`config.mk`:
```
export PLATFORM = sky130hd
export DESIGN_NAME = hazard_ctrl_flat
export DESIGN_NICKNAME = d
export VERILOG_FILES = /design/src/rtl/pipe_pkg.sv /design/src/rtl/hazard_ctrl_if.sv /design/src/rtl/hazard_ctrl_md_sequencer.sv /design/src/rtl/hazard_ctrl.sv /design/src/flat_wrapper.sv
export SDC_FILE = /design/constraint.sdc
export NUM_CORES = 1
export LEC_CHECK = 0
export CORE_ASPECT_RATIO = 2
export CORE_MARGIN = 5
export CORE_UTILIZATION = 50
export CTS_CLUSTER_SIZE = 10
export DETAILED_ROUTE_END_ITERATION = 10
export PLACE_DENSITY = 0.94
export SYNTH_ARGS = -nofsm -noshare
export SYNTH_HDL_FRONTEND = slang
export SYNTH_SLANG_ARGS = --single-unit
```
`constraint.sdc`:
```
create_clock -name clk -period 6.18 [get_ports clk]
set_clock_uncertainty 0.05 [all_clocks]
set_input_delay 1.854 -clock clk [delete_from_list [all_inputs] [get_ports clk]]
set_output_delay 1.854 -clock clk [all_outputs]
set_load 0.05 [all_outputs]
```
`src/rtl/pipe_pkg.sv`:
```
// Shared pipeline definitions: stage indices for the control vectors and the
// mul/div sequencer state encoding.
package pipe_pkg;

   localparam int ST_IF    = 0;
   localparam int ST_ID    = 1;
   localparam int ST_EX    = 2;
   localparam int ST_MEM   = 3;
   localparam int ST_WB    = 4;
   localparam int N_STAGES = 5;

   typedef enum logic {
      IDLE,
      BUSY
   } md_state_e;

endpackage

```
`src/rtl/hazard_ctrl_if.sv`:
```
// Hazard inputs from the pipeline and the control vectors returned to it.
// The pipeline side is the master and the hazard controller is the slave.
interface hazard_ctrl_if #(
   parameter int CNT_W = 16
);
   import pipe_pkg::*;

   logic [4:0]          id_rs;
   logic [4:0]          id_rt;
   logic                id_use_rs;
   logic                id_use_rt;
   logic [4:0]          ex_rd;
   logic                ex_load;
   logic                ex_branch_taken;
   logic                ex_md_start;
   logic                ex_md_div;
   logic                mem_req;
   logic                mem_ready;
   logic [N_STAGES-1:0] stall;
   logic [N_STAGES-1:0] flush;
   logic [N_STAGES-1:0] extend;
   logic                md_done;
   logic                mem_err;
   logic [CNT_W-1:0]    stall_cycles;

   modport master (
      output id_rs, id_rt, id_use_rs, id_use_rt, ex_rd, ex_load,
             ex_branch_taken, ex_md_start, ex_md_div, mem_req, mem_ready,
      input  stall, flush, extend, md_done, mem_err, stall_cycles
   );

   modport slave (
      input  id_rs, id_rt, id_use_rs, id_use_rt, ex_rd, ex_load,
             ex_branch_taken, ex_md_start, ex_md_div, mem_req, mem_ready,
      output stall, flush, extend, md_done, mem_err, stall_cycles
   );

endinterface

```
`src/rtl/hazard_ctrl_md_sequencer.sv`:
```
// Mul/div occupancy sequencer: holds EX for the op's full latency and pulses
// md_done in the final cycle, when EX is released.
module md_sequencer
   import pipe_pkg::*;
#(
   parameter int MUL_CYCLES = 4,
   parameter int DIV_CYCLES = 32
) (
   input  logic clk,
   input  logic rst,
   input  logic start,
   input  logic is_div,
   output logic busy_extend,
   output logic md_done
);

   localparam int MAX_CYCLES = (DIV_CYCLES > MUL_CYCLES) ? DIV_CYCLES : MUL_CYCLES;
   localparam int CW         = (MAX_CYCLES > 2) ? $clog2(MAX_CYCLES) : 1;
   localparam logic [CW-1:0] MUL_LOAD = CW'(MUL_CYCLES - 1);
   localparam logic [CW-1:0] DIV_LOAD = CW'(DIV_CYCLES - 1);

   md_state_e       state;
   logic [CW-1:0]   cnt;

   // The start cycle itself counts as the first occupancy cycle, so the
   // counter is loaded with latency-1 and the op is done when it reaches 1.
   always_ff @(posedge clk or posedge rst) begin
      if (rst) begin
         state <= IDLE;
         cnt   <= '0;
      end else begin
         case (state)
            IDLE: begin
               if (start) begin
                  cnt   <= is_div ? DIV_LOAD : MUL_LOAD;
                  state <= BUSY;
               end
            end
            BUSY: begin
               cnt <= cnt - CW'(1);
               if (cnt == CW'(1)) begin
                  state <= IDLE;
               end
            end
            default: state <= IDLE;
         endcase
      end
   end

   assign busy_extend = ((state == IDLE) && start) || ((state == BUSY) && (cnt > CW'(1)));
   assign md_done     = (state == BUSY) && (cnt == CW'(1));

endmodule

```
`src/rtl/hazard_ctrl.sv`:
```
// Pipeline hazard controller: prioritises memory wait, mul/div occupancy,
// taken branches and load-use into stall/flush/extend, plus watchdog and counter.
module hazard_ctrl
   import pipe_pkg::*;
#(
   parameter int MUL_CYCLES  = 4,
   parameter int DIV_CYCLES  = 32,
   parameter int MEM_TIMEOUT = 64,
   parameter int CNT_W       = 16
) (
   input  logic          clk,
   input  logic          rst,
   hazard_ctrl_if.slave  bus
);

   localparam int WW = $clog2(MEM_TIMEOUT + 1);

   logic [WW-1:0]       wcnt;
   logic [CNT_W-1:0]    stall_cnt;
   logic                waiting;
   logic                fire;
   logic                mem_wait;
   logic                load_use;
   logic                busy_extend;
   logic                md_done_raw;
   logic [N_STAGES-1:0] stall_v;
   logic [N_STAGES-1:0] flush_v;
   logic [N_STAGES-1:0] extend_v;

   assign waiting  = bus.mem_req && !bus.mem_ready;
   assign fire     = waiting && (wcnt == WW'(MEM_TIMEOUT));
   assign mem_wait = waiting && !fire;
   assign load_use = bus.ex_load && (bus.ex_rd != 5'd0) &&
                     ((bus.id_use_rs && (bus.id_rs == bus.ex_rd)) ||
                      (bus.id_use_rt && (bus.id_rt == bus.ex_rd)));

   // A mul/div cannot start while MEM is stalled; it is picked up once the wait ends.
   md_sequencer #(
      .MUL_CYCLES (MUL_CYCLES),
      .DIV_CYCLES (DIV_CYCLES)
   ) u_md (
      .clk         (clk),
      .rst         (rst),
      .start       (bus.ex_md_start && !mem_wait),
      .is_div      (bus.ex_md_div),
      .busy_extend (busy_extend),
      .md_done     (md_done_raw)
   );

   always_comb begin
      stall_v  = '0;
      flush_v  = '0;
      extend_v = '0;
      if (mem_wait) begin
         extend_v[ST_MEM] = 1'b1;
      end else if (busy_extend) begin
         extend_v[ST_EX] = 1'b1;
      end else if (bus.ex_branch_taken) begin
         flush_v[ST_ID] = 1'b1;
      end else if (load_use) begin
         stall_v[ST_ID] = 1'b1;
      end
      if (fire) begin
         flush_v[ST_MEM] = 1'b1;
      end
   end

   // The watchdog restarts after firing so a still-stuck access is flushed again later.
   always_ff @(posedge clk or posedge rst) begin
      if (rst) begin
         wcnt <= '0;
      end else if (!waiting || fire) begin
         wcnt <= '0;
      end else begin
         wcnt <= wcnt + WW'(1);
      end
   end

   always_ff @(posedge clk or posedge rst) begin
      if (rst) begin
         stall_cnt <= '0;
      end else if ((|(stall_v | extend_v)) && (stall_cnt != '1)) begin
         stall_cnt <= stall_cnt + CNT_W'(1);
      end
   end

   // Outputs are combinational, so they are masked while reset is held.
   assign bus.stall        = rst ? '0 : stall_v;
   assign bus.flush        = rst ? '0 : flush_v;
   assign bus.extend       = rst ? '0 : extend_v;
   assign bus.md_done      = !rst && md_done_raw;
   assign bus.mem_err      = !rst && fire;
   assign bus.stall_cycles = stall_cnt;

endmodule

```
`src/flat_wrapper.sv`:
```
// flat-port wrapper written by rule: the top's interface ports become plain ports
module hazard_ctrl_flat import pipe_pkg::*;
#(
   parameter int MUL_CYCLES  = 4,
   parameter int DIV_CYCLES  = 32,
   parameter int MEM_TIMEOUT = 64,
   parameter int CNT_W       = 16
)
  (clk, rst, bus_id_rs, bus_id_rt, bus_id_use_rs, bus_id_use_rt, bus_ex_rd, bus_ex_load, bus_ex_branch_taken, bus_ex_md_start, bus_ex_md_div, bus_mem_req, bus_mem_ready, bus_stall, bus_flush, bus_extend, bus_md_done, bus_mem_err, bus_stall_cycles);
  hazard_ctrl_if #(.CNT_W(CNT_W)) bus_i ();
  input  logic clk;
  input  logic rst;
  input wire logic [$bits(bus_i.id_rs)-1:0] bus_id_rs;
  input wire logic [$bits(bus_i.id_rt)-1:0] bus_id_rt;
  input wire logic [$bits(bus_i.id_use_rs)-1:0] bus_id_use_rs;
  input wire logic [$bits(bus_i.id_use_rt)-1:0] bus_id_use_rt;
  input wire logic [$bits(bus_i.ex_rd)-1:0] bus_ex_rd;
  input wire logic [$bits(bus_i.ex_load)-1:0] bus_ex_load;
  input wire logic [$bits(bus_i.ex_branch_taken)-1:0] bus_ex_branch_taken;
  input wire logic [$bits(bus_i.ex_md_start)-1:0] bus_ex_md_start;
  input wire logic [$bits(bus_i.ex_md_div)-1:0] bus_ex_md_div;
  input wire logic [$bits(bus_i.mem_req)-1:0] bus_mem_req;
  input wire logic [$bits(bus_i.mem_ready)-1:0] bus_mem_ready;
  output wire logic [$bits(bus_i.stall)-1:0] bus_stall;
  output wire logic [$bits(bus_i.flush)-1:0] bus_flush;
  output wire logic [$bits(bus_i.extend)-1:0] bus_extend;
  output wire logic [$bits(bus_i.md_done)-1:0] bus_md_done;
  output wire logic [$bits(bus_i.mem_err)-1:0] bus_mem_err;
  output wire logic [$bits(bus_i.stall_cycles)-1:0] bus_stall_cycles;
  assign bus_i.id_rs = bus_id_rs;
  assign bus_i.id_rt = bus_id_rt;
  assign bus_i.id_use_rs = bus_id_use_rs;
  assign bus_i.id_use_rt = bus_id_use_rt;
  assign bus_i.ex_rd = bus_ex_rd;
  assign bus_i.ex_load = bus_ex_load;
  assign bus_i.ex_branch_taken = bus_ex_branch_taken;
  assign bus_i.ex_md_start = bus_ex_md_start;
  assign bus_i.ex_md_div = bus_ex_md_div;
  assign bus_i.mem_req = bus_mem_req;
  assign bus_i.mem_ready = bus_mem_ready;
  assign bus_stall = bus_i.stall;
  assign bus_flush = bus_i.flush;
  assign bus_extend = bus_i.extend;
  assign bus_md_done = bus_i.md_done;
  assign bus_mem_err = bus_i.mem_err;
  assign bus_stall_cycles = bus_i.stall_cycles;
  hazard_ctrl #(.MUL_CYCLES(MUL_CYCLES), .DIV_CYCLES(DIV_CYCLES), .MEM_TIMEOUT(MEM_TIMEOUT), .CNT_W(CNT_W)) u_core (.clk(clk), .rst(rst), .bus(bus_i));
endmodule
```
==> metrics <==
result of the run finished clean; area of the core 3570 um^2; setup repair bufs after CTS 0; die boundary height 95.2 um; Post-Synth XOR/XNOR Area 0.145; total of flip-flops plus latches after synthesis 29; maximum number of pins on one net before global-route repair 30; post-cts sizing count 0; global placer's final weighted congestion 0.766; RSZ-0062 raised after global routing false; CP endpoint kind output pin; global-route congestion overflow total 0; placed wire-length estimate after detailed placement ~3300 um; Final Setup Violations 0; CTS Hold Bufs 0; static leakage 1.00 nW; most frequent CP cell clkdlybuf4s50_1; headroom to the max-slew limit 0.500; Root Buffer Master clkbuf_8; area share of the largest cell type after synthesis 0.400; via count of the first global-routing pass around 1.5k; DRC violation total after the first TritonRoute iteration 27; arithmetic-cell share of the synthesized area counting full adders, half adders and majority gates 0.0345; cell with the largest stage delay on the worst path clkdlybuf4s50_1; top cells by area, synth dfrtp_1 (40%), xnor2_1 (7.2%), xor2_1 (7.2%); area share of and/or/nand/nor cells after synthesis 0.259; post-synthesis mux area share 0.0166; largest area contributor in the synthesized netlist dfrtp_1; synthesized area 1810 um^2; gate family responsible for the most delay along the worst path buffers and inverters; wire length of the first global-routing pass 6630 um; number of enable-type register cells in the synthesized netlist 0; number of I/O pins 58; Die Area 5000 um^2; power density relative to cell area 423 nW/um^2; startpoint type of the worst setup path input pin; starting utilization of the core area 0.508; Fmax 183 MHz; critical path start-end classification in -> out; H-tree level count 2; YS warnings 0; maximum root-to-sink buffer count 2; post-detailed-route wirelength per cell ~15 um; ANT nets after route 0; Horiz. Die Dim around 53 um; series of cell instances along the critical path clkdlybuf4s50_1 > nand2b_1 > nor3b_1 > clkdlybuf4s50_1; share of post-route cells with drive strength above 1 0.134; sequential element share of the synthesized area 0.400; First-pass DRT Iterations 4; detailed-route vias per instance ~5.2; Diodes inserted 0; aggregate global-route resource usage 0.178; actual slew at the worst max-slew pin 0.747 ns; via count of the routed design 1454; Max VDD drop 0.312 mV; Buf/Inv on CP 2; main combinational cell family by area after synthesis simple AND/OR/NAND/NOR gates; clock latency at the later pin of the worst-skew pair around 0.28 ns; Post-Synthesis Mean Instance Area 9.96 um^2; top fanout value on the critical path 4; final wirelength 4170 um; Row Count 31; clock transition time at the flip-flop clock pins of the worst setup and hold paths about 0.07 ns; Crit path largest cell delay 0.85 ns; TritonCTS clock tree yes; WP data required 4.28 ns; post-synthesis compound-gate area fraction 0.0628; antenna violations before repair 0; commonest register cell after synthesis dfrtp_1; final clock period utilization by the worst path 0.885; worst hold path type reg -> reg; Final Slew Violations 0; Yosys cell types 41; Area Overhead vs Synth 30.3%; Final Hold Vio Count 0; number of port buffers 47; post-route setup TNS 0 ns; min cycle time layout 5.47 ns; Post-Syn Instances around 180; post-layout total power around 0.001 W; Worst Path Arrival 3.56 ns; number of clock buffers inserted by TritonCTS 5; proportion of synthesized flip-flops having asynchronous set or reset 1.00; clk sinks 29; total number of nets in the final design 261; max-capacitance violation count 0; DRC violation count after routing 0
-- Yosys cell counts (2+ instances only) --
library cell and instances:
dfrtp_1 29, nor2_1 16, xnor2_1 15, xor2_1 15, nand2_1 14, buf_4 11
nand3_1 10, nor3_2 8, inv_1 7, ha_1 5, nand4_1 5, nor3_1 4
o211ai_1 4, and3_1 3, nor3b_2 3, o21ai_0 3, mux2_4 2, nand2b_1 2
nor2_2 2, nor3b_1 2, nor4_1 2
-- path summary, 6_finish.rpt --
check | slack, ns | to | startpoint | cells after the start
setup / recovery | 0.71 | bus_extend[3] | bus_mem_ready | 4
hold / removal | 0.44 | u_core.bus.stall_cycles[9] | u_core.bus.stall_cycles[9] | 1
setup reg to reg | 3.79 | u_core.bus.stall_cycles[1] | u_core.bus.stall_cycles[6] | 6
hold reg to reg | 0.44 | u_core.bus.stall_cycles[9] | u_core.bus.stall_cycles[9] | 1
max in group asynchronous | 3.72 | u_core.bus.stall_cycles[14] | rst | 3
min in group asynchronous | 2.08 | u_core.u_md.cnt[4] | rst | 3
-- worst register-to-register path, stage by stage, from the launching register on --
cell and delay, ns:
dfrtp_1 0.45, and4_1 0.28, and3_1 0.23, nand2_1 0.14, nor3_4 0.67, nor2_2 0.13
mux2_4 0.32
-- flip-flops by register name, summed over array words and instances, names as in the netlist --
name,flops
u_core.u_md.cnt,5
u_core.u_md.state,1
u_core.bus.stall_cycles,16
u_core.wcnt,7
-- layer usage --
metal  global-route usage  wire, um
met2                0.338      2290
met1                0.166      1420
met3               0.0485       358
met4               0.0810        94
met5                    0         0
-- power breakdown --
part	total, W	switching [W]	internal, W
clock	0.000171	0.0000706	0.000100
combinational	0.000492	0.000307	0.000185
sequential	0.000336	0.0000811	0.000255
-- kinds of logic (layout without fill, tap and decap cells) --
kind of cell,Yosys count,after routing
flip-flops,29,29
adder cells (fa/ha/maj),5,5
AND/OR/NAND/NOR,78,78
buffers and inverters,22,63
other,1,10
multiplexers,2,2
XOR/XNOR,30,30
AO/OA/AOI/OAI,15,15
-- cell usage in the layout (no fill, tap or decap), drive strengths merged, types with 7 or more instances in the layout --
| master | count |
|---|---|
| inv | 7 |
| nor2 | 18 |
| nor3 | 13 |
| clkbuf | 7 |
| xor2 | 15 |
| clkdlybuf4s50 | 44 |
| conb | 10 |
| dfrtp | 29 |
| xnor2 | 15 |
| nand3 | 10 |
| nand2 | 14 |
-- metrics by stage --
stage | area, um^2 | hold WS, ns | std cells | util | worst slack, ns
6_report | 2360 | 0.438 | 281 | 0.662 | 0.712
4_1_cts | 2360 | 0.440 | 281 | 0.662 | 0.717
2_1_floorplan | 1850 | 0.397 | 191 | - | 0.706
5_1_grt | 2360 | 0.451 | 281 | 0.662 | 0.654
3_3_place_gp | 2260 | 0.421 | 273 | 0.634 | 0.723
3_5_place_dp | 2260 | 0.428 | 273 | 0.634 | 0.724
-- cell type report --
type,count,area (um^2)
multi-input combinational,140,977
inverter,7,26.3
clock buffer,7,96.3
tap,49,61.3
clock inverter,1,5.00
timing repair buffer,48,470
fill,290,1210
sequential,29,726
No activity file was read; power rests on OpenSTA's default activity.
